===== config.mk =====
export PLATFORM = sky130hd
export DESIGN_NAME = uart_distance_rx_flat
export DESIGN_NICKNAME = d
export VERILOG_FILES = /design/src/rtl/uart_distance_rx_pkg.sv /design/src/rtl/uart_distance_rx_if.sv /design/src/rtl/uart_rx_byte.sv /design/src/rtl/uart_distance_rx.sv /design/src/flat_wrapper.sv
export SDC_FILE = /design/constraint.sdc
export NUM_CORES = 1
export LEC_CHECK = 0
export CAP_MARGIN = 0
export CORE_MARGIN = 2
export CORE_UTILIZATION = 56
export DETAILED_ROUTE_END_ITERATION = 10
export HOLD_SLACK_MARGIN = 0.05
export PLACE_DENSITY = 0.85
export SETUP_SLACK_MARGIN = 0.05
export SLEW_MARGIN = 20
export SYNTH_ARGS = -nofsm -noshare
export SYNTH_HDL_FRONTEND = slang
export SYNTH_SLANG_ARGS = --single-unit

===== constraint.sdc =====
create_clock -name hw_clk -period 5.3 [get_ports hw_clk]
set_input_delay 1.06 -clock hw_clk [delete_from_list [all_inputs] [get_ports hw_clk]]
set_output_delay 1.06 -clock hw_clk [all_outputs]
set_load 0.05 [all_outputs]

===== src/rtl/uart_distance_rx_pkg.sv =====
// Shared definitions for the UART distance receiver.
// Holds the bit-period derivation, the ASCII constants the parser reacts to,
// the byte receiver state encoding and a byte classifier used by the parser.
package uart_distance_rx_pkg;

  localparam logic [7:0] ASCII_ZERO = 8'h30;
  localparam logic [7:0] ASCII_NINE = 8'h39;
  localparam logic [7:0] ASCII_LF   = 8'h0A;
  localparam logic [7:0] ASCII_CR   = 8'h0D;

  // Byte receiver state encoding (kept as plain constants for legacy tools)
  typedef logic [2:0] rx_state_t;
  localparam rx_state_t ST_IDLE      = 3'd0;
  localparam rx_state_t ST_START     = 3'd1;
  localparam rx_state_t ST_DATA      = 3'd2;
  localparam rx_state_t ST_STOP      = 3'd3;
  localparam rx_state_t ST_WAIT_HIGH = 3'd4;

  typedef enum logic [1:0] {
    CLS_DIGIT,
    CLS_CR,
    CLS_LF,
    CLS_OTHER
  } byte_class_t;

  function automatic int clks_per_bit(input int clk_freq, input int baud_rate);
    return clk_freq / baud_rate;
  endfunction

  function automatic byte_class_t classify(input logic [7:0] b);
    if (b >= ASCII_ZERO && b <= ASCII_NINE) return CLS_DIGIT;
    if (b == ASCII_CR)                      return CLS_CR;
    if (b == ASCII_LF)                      return CLS_LF;
    return CLS_OTHER;
  endfunction

endpackage


===== src/rtl/uart_distance_rx_if.sv =====
// Bundle of the serial input and the parsed-distance / status outputs.
//   uartrx     : raw serial line (idle high)
//   dist_cm    : last accepted distance in cm
//   dist_valid : one-cycle pulse when dist_cm updates
//   parse_err  : one-cycle pulse on LF ending a rejected line
//   frame_err  : one-cycle pulse on a low stop bit
//   rx_busy    : receiver is inside a frame
// master = the receiver, slave = whoever drives the line and consumes results.
interface uart_distance_rx_if;
  logic        uartrx;
  logic [15:0] dist_cm;
  logic        dist_valid;
  logic        parse_err;
  logic        frame_err;
  logic        rx_busy;

  modport master (
    input  uartrx,
    output dist_cm, dist_valid, parse_err, frame_err, rx_busy
  );

  modport slave (
    output uartrx,
    input  dist_cm, dist_valid, parse_err, frame_err, rx_busy
  );
endinterface


===== src/rtl/uart_rx_byte.sv =====
// 8N1 byte receiver with a 2-flop input synchronizer.
//   hw_clk, rst : clock, async active-high reset
//   uartrx      : raw serial line
//   rx_byte     : last good byte, valid while byte_stb is high
//   byte_stb    : one-cycle strobe the cycle after a good stop bit
//   frame_err   : one-cycle pulse when the stop bit samples low
//   busy        : high whenever the receiver is not in IDLE
//
// state      | meaning
// IDLE       | waiting for a low level on the synchronized line
// START      | half a bit period in, confirm the start bit is still low
// DATA       | sample 8 data bits, LSB first, one bit period apart
// STOP       | sample the stop bit; high -> byte, low -> frame error
// WAIT_HIGH  | after a frame error, wait for the line to return high
module uart_rx_byte
  import uart_distance_rx_pkg::*;
#(
  parameter int CLKS_PER_BIT = 1250
) (
  input  logic       hw_clk,
  input  logic       rst,
  input  logic       uartrx,
  output logic [7:0] rx_byte,
  output logic       byte_stb,
  output logic       frame_err,
  output logic       busy
);

  localparam int TMR_W = (CLKS_PER_BIT > 2) ? $clog2(CLKS_PER_BIT) : 1;
  localparam logic [TMR_W-1:0] BIT_LOAD  = TMR_W'(CLKS_PER_BIT - 1);
  localparam logic [TMR_W-1:0] HALF_LOAD = TMR_W'(CLKS_PER_BIT / 2 - 1);

  logic             rx_meta;
  logic             rx_sync;
  rx_state_t        state;
  logic [TMR_W-1:0] timer;
  logic [2:0]       bit_idx;
  logic [7:0]       shreg;

  // Reset to the idle level so the line does not look like a start bit.
  always_ff @(posedge hw_clk or posedge rst) begin
    if (rst) begin
      rx_meta <= 1'b1;
      rx_sync <= 1'b1;
    end else begin
      rx_meta <= uartrx;
      rx_sync <= rx_meta;
    end
  end

  // The timer is a down-counter; each state acts when it reaches zero.
  always_ff @(posedge hw_clk or posedge rst) begin
    if (rst) begin
      state     <= ST_IDLE;
      timer     <= '0;
      bit_idx   <= '0;
      shreg     <= '0;
      rx_byte   <= '0;
      byte_stb  <= 1'b0;
      frame_err <= 1'b0;
    end else begin
      byte_stb  <= 1'b0;
      frame_err <= 1'b0;
      case (state)
        ST_IDLE: begin
          if (!rx_sync) begin
            state <= ST_START;
            timer <= HALF_LOAD;
          end
        end
        ST_START: begin
          if (timer == '0) begin
            if (!rx_sync) begin
              state   <= ST_DATA;
              timer   <= BIT_LOAD;
              bit_idx <= '0;
            end else begin
              state <= ST_IDLE;
            end
          end else begin
            timer <= timer - 1'b1;
          end
        end
        ST_DATA: begin
          if (timer == '0) begin
            shreg <= {rx_sync, shreg[7:1]};
            timer <= BIT_LOAD;
            if (bit_idx == 3'd7) state <= ST_STOP;
            else                 bit_idx <= bit_idx + 1'b1;
          end else begin
            timer <= timer - 1'b1;
          end
        end
        ST_STOP: begin
          if (timer == '0) begin
            if (rx_sync) begin
              rx_byte  <= shreg;
              byte_stb <= 1'b1;
              state    <= ST_IDLE;
            end else begin
              frame_err <= 1'b1;
              state     <= ST_WAIT_HIGH;
            end
          end else begin
            timer <= timer - 1'b1;
          end
        end
        ST_WAIT_HIGH: begin
          if (rx_sync) state <= ST_IDLE;
        end
        default: state <= ST_IDLE;
      endcase
    end
  end

  assign busy = (state != ST_IDLE);

endmodule


===== src/rtl/uart_distance_rx.sv =====
// Receives ASCII decimal distance lines ("123\r\n") over 8N1 UART and
// presents the last accepted value in centimetres.
//   hw_clk, rst : clock, async active-high reset
//   bus         : serial input and result/status outputs (master side)
// A line is accepted when it holds 1..MAX_DIGITS digits, optional CRs and
// nothing else, and no frame error occurred while it was being received.
module uart_distance_rx
  import uart_distance_rx_pkg::*;
#(
  parameter int CLK_FREQ   = 12_000_000,
  parameter int BAUD_RATE  = 9600,
  parameter int MAX_DIGITS = 3
) (
  input  logic                hw_clk,
  input  logic                rst,
  uart_distance_rx_if.master  bus
);

  localparam int CLKS_PER_BIT = clks_per_bit(CLK_FREQ, BAUD_RATE);
  localparam int CNT_W = (MAX_DIGITS > 1) ? $clog2(MAX_DIGITS + 1) : 1;
  localparam logic [CNT_W-1:0] CNT_MAX = CNT_W'(MAX_DIGITS);

  logic [7:0]       rx_byte;
  logic             byte_stb;
  logic             rx_frame_err;
  logic             rx_busy;

  logic [9:0]       acc;
  logic [CNT_W-1:0] cnt;
  logic             line_bad;
  logic [15:0]      dist_q;
  logic             dist_valid_q;
  logic             parse_err_q;
  logic [13:0]      acc_next;

  uart_rx_byte #(
    .CLKS_PER_BIT (CLKS_PER_BIT)
  ) u_rx_byte (
    .hw_clk    (hw_clk),
    .rst       (rst),
    .uartrx    (bus.uartrx),
    .rx_byte   (rx_byte),
    .byte_stb  (byte_stb),
    .frame_err (rx_frame_err),
    .busy      (rx_busy)
  );

  // Wide intermediate so the multiply does not wrap before truncation to acc.
  assign acc_next = 14'(acc) * 14'd10 + {10'd0, rx_byte[3:0]};

  always_ff @(posedge hw_clk or posedge rst) begin
    if (rst) begin
      acc          <= '0;
      cnt          <= '0;
      line_bad     <= 1'b0;
      dist_q       <= '0;
      dist_valid_q <= 1'b0;
      parse_err_q  <= 1'b0;
    end else begin
      dist_valid_q <= 1'b0;
      parse_err_q  <= 1'b0;
      // frame_err and byte_stb are never high together.
      if (rx_frame_err) begin
        line_bad <= 1'b1;
      end else if (byte_stb) begin
        case (classify(rx_byte))
          CLS_DIGIT: begin
            if (cnt < CNT_MAX) begin
              acc <= acc_next[9:0];
              cnt <= cnt + 1'b1;
            end else begin
              line_bad <= 1'b1;
            end
          end
          CLS_CR: ;
          CLS_LF: begin
            if (cnt != '0 && !line_bad) begin
              dist_q       <= {6'b0, acc};
              dist_valid_q <= 1'b1;
            end else begin
              parse_err_q <= 1'b1;
            end
            acc      <= '0;
            cnt      <= '0;
            line_bad <= 1'b0;
          end
          default: line_bad <= 1'b1;
        endcase
      end
    end
  end

  assign bus.dist_cm    = dist_q;
  assign bus.dist_valid = dist_valid_q;
  assign bus.parse_err  = parse_err_q;
  assign bus.frame_err  = rx_frame_err;
  assign bus.rx_busy    = rx_busy;

endmodule


===== src/flat_wrapper.sv =====
// flat-port wrapper written by rule: the top's interface ports become plain ports
module uart_distance_rx_flat import uart_distance_rx_pkg::*;
#(
  parameter int CLK_FREQ   = 12_000_000,
  parameter int BAUD_RATE  = 9600,
  parameter int MAX_DIGITS = 3
)
  (hw_clk, rst, bus_uartrx, bus_dist_cm, bus_dist_valid, bus_parse_err, bus_frame_err, bus_rx_busy);
  uart_distance_rx_if bus_i ();
  input  logic hw_clk;
  input  logic rst;
  input wire logic [$bits(bus_i.uartrx)-1:0] bus_uartrx;
  output wire logic [$bits(bus_i.dist_cm)-1:0] bus_dist_cm;
  output wire logic [$bits(bus_i.dist_valid)-1:0] bus_dist_valid;
  output wire logic [$bits(bus_i.parse_err)-1:0] bus_parse_err;
  output wire logic [$bits(bus_i.frame_err)-1:0] bus_frame_err;
  output wire logic [$bits(bus_i.rx_busy)-1:0] bus_rx_busy;
  assign bus_i.uartrx = bus_uartrx;
  assign bus_dist_cm = bus_i.dist_cm;
  assign bus_dist_valid = bus_i.dist_valid;
  assign bus_parse_err = bus_i.parse_err;
  assign bus_frame_err = bus_i.frame_err;
  assign bus_rx_busy = bus_i.rx_busy;
  uart_distance_rx #(.CLK_FREQ(CLK_FREQ), .BAUD_RATE(BAUD_RATE), .MAX_DIGITS(MAX_DIGITS)) u_core (.hw_clk(hw_clk), .rst(rst), .bus(bus_i));
endmodule

======== After elaboration in Yosys (flattened, before gate mapping) ========
Cells that the tools add are included.
word-level totals
  bits in registers ....................... 62
  bits of input ports ..................... 3
  word-level logic and storage cells ...... 128
operators by class
  $lt $le $gt $ge ......................... 3
  eq/ne operators ......................... 22
  multiplexer cells ....................... 62
  reduce and logical (&&, ||, !) cells .... 20
  add/subtract/negate cells ............... 4
  bitwise operators ....................... 1
  multipliers ............................. 1
operators by type and width
  operator                                                                count
  11-bit 2-to-1 mux                                                       5
  11-bit one-hot mux with 4 select lines                                  1
  3-bit 2-to-1 mux                                                        11
  1-bit 2-to-1 mux                                                        29
  2-bit 2-to-1 mux                                                        10
  2-bit != test (second input constant)                                   10
  10-bit one-hot mux with 2 select lines                                  1
  8-bit by 4-bit == test with 1-bit output (second input constant)        2
  3-bit one-hot mux with 5 select lines                                   1
  4-bit AND reduction                                                     3
  11-bit logical NOT                                                      1
  11-bit by 1-bit subtractor with 11-bit output (second input constant)   1
  10-bit by 4-bit adder with 10-bit output                                1
  10-bit by 3-bit multiplier with 9-bit output (second input constant)    1
  10-bit 2-to-1 mux                                                       1
  8-bit by 6-bit >= comparator with 1-bit output (second input constant)  1
  8-bit by 6-bit <= comparator with 1-bit output (second input constant)  1
  2-bit nonzero test                                                      4
  3-bit by 2-bit == test with 1-bit output (second input constant)        2
  3-bit == test (second input constant)                                   2
  3-bit != test (second input constant)                                   2
  3-bit one-hot mux with 2 select lines                                   1
  3-bit AND reduction                                                     2
  6-bit AND reduction                                                     1
  other kinds (18)                                                        19

======== Depth between registers and ports, before layout ========
Gate-level depths: netlist of the first run.
  depth after elaboration ................. 21
  depth in mapped cells ................... 8
  depth with buffers taken out ............ 8

======== Hierarchy ========
A second synthesis of the first run with hierarchy kept.
unflattened totals
  cell total of the unflattened synthesis .. 294
  area, all modules ....................... 3291.9 µm²
by module, submodules not included
  module            cells each  area an instance (µm²)  instances
  uart_rx_byte      156         1722.9                  1
  uart_distance_rx  138         1569.0                  1

======== Least setup slack after synthesis of the first run ========
Ideal clock, no wire load.
  kind .................................... flip-flop to flip-flop
  start ................................... register u_core.acc[1]
  end ..................................... register u_core.acc[9]
  library setup time ...................... 0.083 ns
  path buffers ............................ 0
  setup slack ............................. 2.665 ns
  data arrival time ....................... 2.552 ns
  data required time ...................... 5.217 ns
  cell stages (with the launch flop) ...... 9
  clock period less this slack ............ 2.635 ns
  path through ............................ dfrtp_1 > ha_1 > ha_1 > fa_1 > a211oi_1 > o22ai_1 > nor4b_1 > xnor3_1 > o21ai_0
between the ends
  cells in the longest elaborated chain, start to end .. 4
ends and longest elaborated chain
  what                                          RTL line                text
  start: declaration                            uart_distance_rx.sv:28  logic [9:0] acc;
  start signal: assignment                      uart_distance_rx.sv:69  acc <= acc_next[9:0];
  10-bit by 3-bit multiplier with 9-bit output  uart_distance_rx.sv:49  assign acc_next = 14'(acc) * 14'd10 + {10'd0, rx_byte[3:0]};
  10-bit by 4-bit adder with 10-bit output      uart_distance_rx.sv:49
  10-bit 2-to-1 mux                             uart_distance_rx.sv:68  if (cnt < CNT_MAX) begin
  10-bit one-hot mux with 2 select lines        uart_distance_rx.sv:66  case (classify(rx_byte))
Every way passes these cells. The select of a mux whose other input is x is not followed.
A chain may end at the register's enable or synchronous reset.

======== Worst setup path in the final report of the first run ========
  start ................................... register u_core.u_rx_byte.state[0]
  end ..................................... output bus_rx_busy
between the ends
  cells in the longest elaborated chain, start to end .. 1
ends and longest elaborated chain
  what                      RTL line             text
  start: declaration        uart_rx_byte.sv:35   rx_state_t state;
  start signal: assignment  uart_rx_byte.sv:54   state <= ST_IDLE;
  start signal: assignment  uart_rx_byte.sv:67   state <= ST_START;
  start signal: assignment  uart_rx_byte.sv:74   state <= ST_DATA;
  3-bit nonzero test        uart_rx_byte.sv:116  assign busy = (state != ST_IDLE);
  end: declaration          flat_wrapper.sv:17   output wire logic [$bits(bus_i.rx_busy)-1:0] bus_rx_busy;
Every way passes these cells.

==> results of run 1 <==
logic make-up after synthesis:
logic type	synth area share, %
xor+xnor	2.78
buf+inv	3.75
flops	46.6
mux	10.0
compound gates	13.6
fa+ha+maj	8.33
other cells	0.112
simple gates	14.8
report_power, final:
| group | internal [mW] | switching [mW] |
|---|---|---|
| sequential | 0.474 | 0.00117 |
| combinational | 0.00217 | 0.0190 |
| clock | 0.184 | 0.197 |
| total | 0.661 | 0.217 |
worst max path at each step:
| stage | startpoint | end | slack, ns |
|---|---|---|---|
| 4_1_cts | u_core.u_rx_byte.state[0]$_DFFE_PP0P_ | bus_rx_busy | 2.21 |
| 3_3_place_gp | u_core.acc[1]$_DFFE_PP0P_ | u_core.acc[9]$_DFFE_PP0P_ | 2.56 |
| 5_1_grt | u_core.u_rx_byte.state[0]$_DFFE_PP0P_ | bus_rx_busy | 2.17 |
| 2_1_floorplan | u_core.acc[1]$_DFFE_PP0P_ | u_core.acc[9]$_DFFE_PP0P_ | 2.66 |
| 6_report | u_core.u_rx_byte.state[0]$_DFFE_PP0P_ | bus_rx_busy | 2.23 |
| 3_5_place_dp | u_core.acc[1]$_DFFE_PP0P_ | u_core.acc[9]$_DFFE_PP0P_ | 2.44 |
per-layer routing:
| layer | GRT usage, % | share of wire (%) | routed length (um) |
|---|---|---|---|
| met1 | 25.7 | 45 | 2780 |
| met2 | 36.0 | 49 | 3060 |
| met3 | 5.22 | 3.8 | 236 |
| met4 | 9.83 | 2.3 | 143 |
| met5 | 0 | 0 | 0 |
cell usage in the layout (no fill, tap or decap), types with 4 or more instances in the layout:
cell,n
nor2_1,20
clkdlybuf4s50_1,16
o21bai_1,5
a21oi_1,13
mux2_2,19
nor4_1,4
nand2_1,24
o21ai_0,18
nand2b_1,4
a22o_1,8
mux2_4,8
a211oi_1,4
xor2_1,5
nand3_1,5
nor3_1,6
ha_1,19
conb_1,6
dfrtp_1,60
inv_1,9
or3_1,4
clkbuf_8,10
state kept, by name, indices dropped and copies added, names as in the netlist:
register,cells
u_core.u_rx_byte.timer,11
u_core.acc,10
u_core.bus.dist_cm,10
u_core.u_rx_byte.rx_byte,8
u_core.u_rx_byte.shreg,8
u_core.u_rx_byte.bit_idx,3
u_core.u_rx_byte.state,3
u_core.cnt,2
u_core.bus.dist_valid,1
u_core.bus.parse_err,1
u_core.line_bad,1
u_core.u_rx_byte.byte_stb,1
u_core.u_rx_byte.frame_err,1
u_core.u_rx_byte.rx_meta,1
u_core.u_rx_byte.rx_sync,1
final cells by class:
type	count	share of cell area (%)
well taps	75	2.52
clock inverters	6	1.24
clock buffers	10	3.70
inverters	10	1.01
flip-flops and latches	62	41.8
multi-input cells	220	45.0
repair buffers	18	4.71
==> results.tsv, run 1 <==
stage	metric	value	unit
job	maxCapViolations	0	
worst_setup_path	crit_path_cell_trace	or3_1 -> clkdlybuf4s50_1	
worst_setup_path	reg2reg_from	u_core.acc[1]$_DFFE_PP0P_	
worst_setup_path	crit_buf_inv	1	
clock_tree	clk_path_buf_depth	2	
worst_setup_path	worstSetupEndpointType	output port	
timing	relSlewSlack	41.0	%
timing	holdWs	0.360	ns
synthesis	synth_area	0.00333	mm^2
synthesis	async_reset_ff_share	100	%
clock_tree	cts_buffers	9	
clock_tree	cts_resized	0	
hold_path	worstHoldEndpoint	u_core.u_rx_byte.rx_sync$_DFF_PP1_	
placement	place_area	0.00353	mm^2
drt	ant_nets	0	
timing	fin_skew	0.00617	ns
worst_setup_path	worstPathArrival	2.01	ns
placement	gp_congestion	0.937	
final_layout	seqCellArea	0.00155	mm^2
worst_setup_path	crit_family	buffers and inverters	
die	ioPinCount	23	
final_layout	post-route-util	63.6	%
timing	finalSetupTns	0	ns
global_routing	globalRouteOverflowTotal	0	
final_layout	layout-drive-gt1-share	19.0	%
synthesis	yosys_register_bits	62	
final_layout	nFillCells	462	
power	powerDensity	236	mW/mm^2
timing	final.min_clock_period	3.07	ns
drt	first_pass_iters	4	
synthesis	ys_seq_area_share	46.6	%
global_routing	grt_pass1_wl	10.5	mm
synthesis	synthTopCellsByArea	dfrtp_1, ha_1, mux2_2	
timing	drv_slew	0	
synthesis	yosysTopAreaCell	dfrtp_1	
timing	max_clock_freq	326	MHz
final_layout	diodes	0	
worst_setup_path	critPathSlowestCell	clkdlybuf4s50_1	
final_layout	final_area	0.00372	mm^2
clock_tree	cts_tree	done	
clock_tree	postCtsHoldBufs	0	
synthesis	synth_flop_cell	dfrtp_1	
power	p_total	0.878	mW
drt	wirelength	6.21	mm
drt	drc_errors	0	
status	status	finished, final reports clean	
placement	place_hpwl	4.28	mm
clock_tree	clock-root-buffer	clkbuf_8	
clock_tree	cts_htree_levels	3	
synthesis	synthMostInstantiatedCell	dfrtp_1	
worst_setup_path	reg2reg_to	u_core.acc[9]$_DFFE_PP0P_	
timing	layout_setup_ws	2.23	ns
timing	setup_viol	0	
die	initial_utilization	57.0	%
hold_path	hp-start	u_core.u_rx_byte.rx_meta$_DFF_PP1_	
timing	worst-slew-pin-transition	0.880	ns
drt	vias_per_cell	5.78	
hold_path	hold_depth	0	
synthesis	synthCells	302	
clock_tree	insertion_delay	0.35	ns
drt	vias	2318	
timing	grt_setup_unrepaired	false	
die	fp.dieH	81.2	um
clock_tree	cts.sinks	62	
die	die_w	81.2	um
worst_setup_path	crit_path_max_incr_delay	0.70	ns
synthesis	synth_cell_types	60	
final_layout	final_cell_count_no_fill	401	
worst_setup_path	r2r_slack	2.40	ns
placement	numPortBuffers	16	
global_routing	antenna_found_initial	0	
drt	routedWlPerCell	15.5	um
placement	dp.cells	385	
die	core_area	0.00585	mm^2
global_routing	grt_use_total	21.3	%
worst_setup_path	critPathRequiredTime	4.24	ns
timing	period_share	58.0	%
clock_tree	cts.clk_slew.worst_paths	0.07	ns
timing	hold_viol_final	0	
hold_path	min_path_type	reg -> reg	
power	ir_drop	0.201	mV
synthesis	avgSynthCellArea	11.0	um^2
drt	first_iter_violations	83	
worst_setup_path	cp-start-kind	register	
clock_tree	post_cts_buffers	0	
die	die_area	0.00659	mm^2
power	p_leak	1.82	nW
final_layout	finalNetCount	345	
final_layout	multiInputGateArea	0.00167	mm^2
placement	place_ws	2.44	ns
final_layout	area_growth	11.5	%
worst_setup_path	critical_path_class	reg -> out	
synthesis	synth_edf_count	0	
worst_setup_path	path_max_fanout	13	
worst_setup_path	reg2regPathDepth	8	
worst_setup_path	path_depth	2	
synthesis	yosysWarnings	0	
global_routing	grt_max_degree	63	
die	rows	28	
synthesis	ys_top_cells_by_count	dfrtp_1, nand2_1, nor2_1	
global_routing	first_global_vias	2289	
synthesis	synth_top_area_share	45.0	%
(Power assumes the default switching activity.)
==> inputs of run 2 (changes only) <==
--- a/config.mk
+++ b/config.mk
@@ -7,7 +7,7 @@
 export LEC_CHECK = 0
 export CAP_MARGIN = 0
 export CORE_MARGIN = 2
-export CORE_UTILIZATION = 56
+export CORE_UTILIZATION = 53
 export DETAILED_ROUTE_END_ITERATION = 10
 export HOLD_SLACK_MARGIN = 0.05
 export PLACE_DENSITY = 0.85
==> constraint.sdc (replaced) <==
create_clock -name hw_clk -period 2.5 [get_ports hw_clk]
set_input_delay 0.5 -clock hw_clk [delete_from_list [all_inputs] [get_ports hw_clk]]
set_output_delay 0.5 -clock hw_clk [all_outputs]
set_load 0.05 [all_outputs]
==> results.tsv, run 2 (synthesis results as in run 1) <==
stage	metric	value	unit
power	comb_power_share	2.3	%
clock_tree	cts_htree_levels	3	
power	p_leak	2.03	nW
drt	wirelength	7.27	mm
die	ioPinCount	23	
worst_setup_path	critical_path_class	reg -> reg	
final_layout	final_area	0.00419	mm^2
die	rows	28	
final_layout	finalNetCount	378	
power	p_total	2.07	mW
final_layout	area_growth	25.7	%
placement	dp.cells	407	
clock_tree	clock-root-buffer	clkbuf_8	
final_layout	largest_reg_flops	11	
worst_setup_path	crit_path_start	u_core.u_rx_byte.timer[0]$_DFFE_PP0P_	
drt	vias	2542	
worst_setup_path	worstPathArrival	2.67	ns
worst_setup_path	critPathRequiredTime	2.72	ns
power	ir_drop	0.371	mV
placement	place_area	0.00373	mm^2
final_layout	final_cell_count_no_fill	434	
final_layout	layout_commonest_cell	dfrtp_1	
clock_tree	cts_tree	done	
worst_setup_path	critPathSlowestCell	or4_4	
status	status	finished, final reports clean	
timing	hold_viol_final	0	
clock_tree	postCtsHoldBufs	0	
placement	gp_congestion	0.903	
die	initial_utilization	55.7	%
power	powerDensity	495	mW/mm^2
power	pwr-share-seq	48.7	%
drt	routedWlPerCell	16.8	um
clock_tree	cts.clk_slew.worst_paths	0.07	ns
final_layout	layout-drive-gt1-share	32.0	%
die	die_area	0.00694	mm^2
power	p_sw_share	21.4	%
timing	fin_skew	0.0101	ns
worst_setup_path	crit_path_max_incr_delay	0.51	ns
timing	finalSetupTns	0	ns
drt	first_pass_iters	4	
clock_tree	clk_path_buf_depth	2	
clock_tree	insertion_delay	0.34	ns
final_layout	regMostFlops	u_core.u_rx_byte.timer	
timing	drv_slew	0	
clock_tree	cts_buffers	9	
final_layout	diodes	0	
global_routing	grt_pass1_wl	12.4	mm
placement	numPortBuffers	16	
hold_path	min_path_type	reg -> reg	
die	die_w	83.3	um
worst_setup_path	path_max_fanout	5	
hold_path	hp-start	u_core.u_rx_byte.rx_meta$_DFF_PP1_	
timing	max_clock_freq	408	MHz
power	p_clk_share	49.0	%
worst_setup_path	reg2reg_from	u_core.u_rx_byte.timer[0]$_DFFE_PP0P_	
global_routing	first_global_vias	2629	
timing	final.min_clock_period	2.45	ns
drt	ant_nets	0	
global_routing	antenna_found_initial	0	
final_layout	final_cell_mix	dfrtp_1, buf_4, nand2_1	
drt	first_iter_violations	118	
drt	drc_errors	0	
timing	setup_viol	0	
power	p_switching	0.444	mW
worst_setup_path	worstSetupEndpointType	register	
worst_setup_path	crit_path_cell_trace	inv_2 -> ha_4 -> or3b_4 -> or4_4 -> or3_4 -> buf_6 -> mux2_4	
timing	worst-slew-pin-transition	0.515	ns
worst_setup_path	cp-start-kind	register	
die	fp.dieH	83.3	um
placement	place_hpwl	4.86	mm
global_routing	globalRouteOverflowTotal	0	
global_routing	grt_use_total	22.1	%
job	maxCapViolations	0	
die	core_area	0.00599	mm^2
clock_tree	cts.sinks	62	
drt	vias_per_cell	5.86	
power	p_int	1.63	mW
global_routing	grt_max_degree	45	
timing	period_share	98.1	%
timing	grt_setup_unrepaired	true	
timing	relSlewSlack	65.6	%
-- run 2: power groups by stage --
stage	Clock, mW	Sequential [mW]	Combinational [mW]
after floorplan	0	1.02	0.0452
after global placement	0	1.03	0.0484
after detailed placement	0	1.03	0.0492
after CTS	1.03	1.01	0.0492
after global routing	1.09	1.01	0.0544
final	1.02	1.01	0.0485
-- run 2: layout make-up --
type                            instances  area, um^2
Multi-Input combinational cell        220        1810
Fill cell                             402        1800
Sequential cell                        62        1560
Timing Repair Buffer                   51         457
Clock buffer                           11         151
Tap cell                               75        93.8
Clock inverter                          5        81.3
Inverter                               10        37.5
-- run 2: repair_timing --
action                                  4_1_cts  5_1_grt
buffers inserted                              2        8
endpoints found under the setup margin       17       33
resized for setup                             8       23
pin swaps                                     5       10
cloned                                        1        0
-- run 2: final timing paths --
kind	to	slack, ns	depth (start not counted)
max in group asynchronous	u_core.bus.dist_cm[7]$_DFFE_PP0P_	1.45	3
worst min register to register	u_core.u_rx_byte.rx_sync$_DFF_PP1_	0.36	0
worst min-delay path	u_core.u_rx_byte.rx_sync$_DFF_PP1_	0.36	0
worst max-delay path	u_core.u_rx_byte.shreg[3]$_DFFE_PP0P_	0.05	7
min in group asynchronous	u_core.u_rx_byte.shreg[1]$_DFFE_PP0P_	0.48	2
worst max register to register	u_core.u_rx_byte.shreg[3]$_DFFE_PP0P_	0.05	7
-- run 2: per-layer routing --
layer / GRT usage, % / vias up / wire [um]
li1: - / 1192 / -
met1: 27.4 / 1285 / 3170
met2: 36.7 / 54 / 3750
met3: 5.47 / 11 / 222
met4: 8.79 / 0 / 132
met5: 3.03 / - / 0
-- run 2: stage by stage --
| step | setup WS (ns) | util (%) | hold WS, ns |
|---|---|---|---|
| floorplan | 0.0250 | - | 0.345 |
| global placement | 0.0577 | 62.2 | 0.347 |
| detailed placement | -0.0728 | 62.2 | 0.349 |
| CTS | 0.0218 | 67.0 | 0.363 |
| global route | -0.0390 | 69.9 | 0.370 |
| finish | 0.0474 | 69.9 | 0.361 |
-- run 2: worst max-delay path, delay by kind of cell (launching register included) --
family / cells / cell delay [ns]
simple gates: 3 / 1.25
flops: 1 / 0.40
mux: 1 / 0.29
buf+inv: 2 / 0.25
fa+ha+maj: 1 / 0.13
==> inputs of run 3 (changes only) <==
--- a/config.mk
+++ b/config.mk
@@ -5,7 +5,7 @@
 export SDC_FILE = /design/constraint.sdc
 export NUM_CORES = 1
 export LEC_CHECK = 0
-export CAP_MARGIN = 0
+export CAP_MARGIN = 20
 export CORE_MARGIN = 2
 export CORE_UTILIZATION = 53
 export DETAILED_ROUTE_END_ITERATION = 10
==> results of run 3 <==
No change in the layout: final DEF, timing and power equal those of run 2.
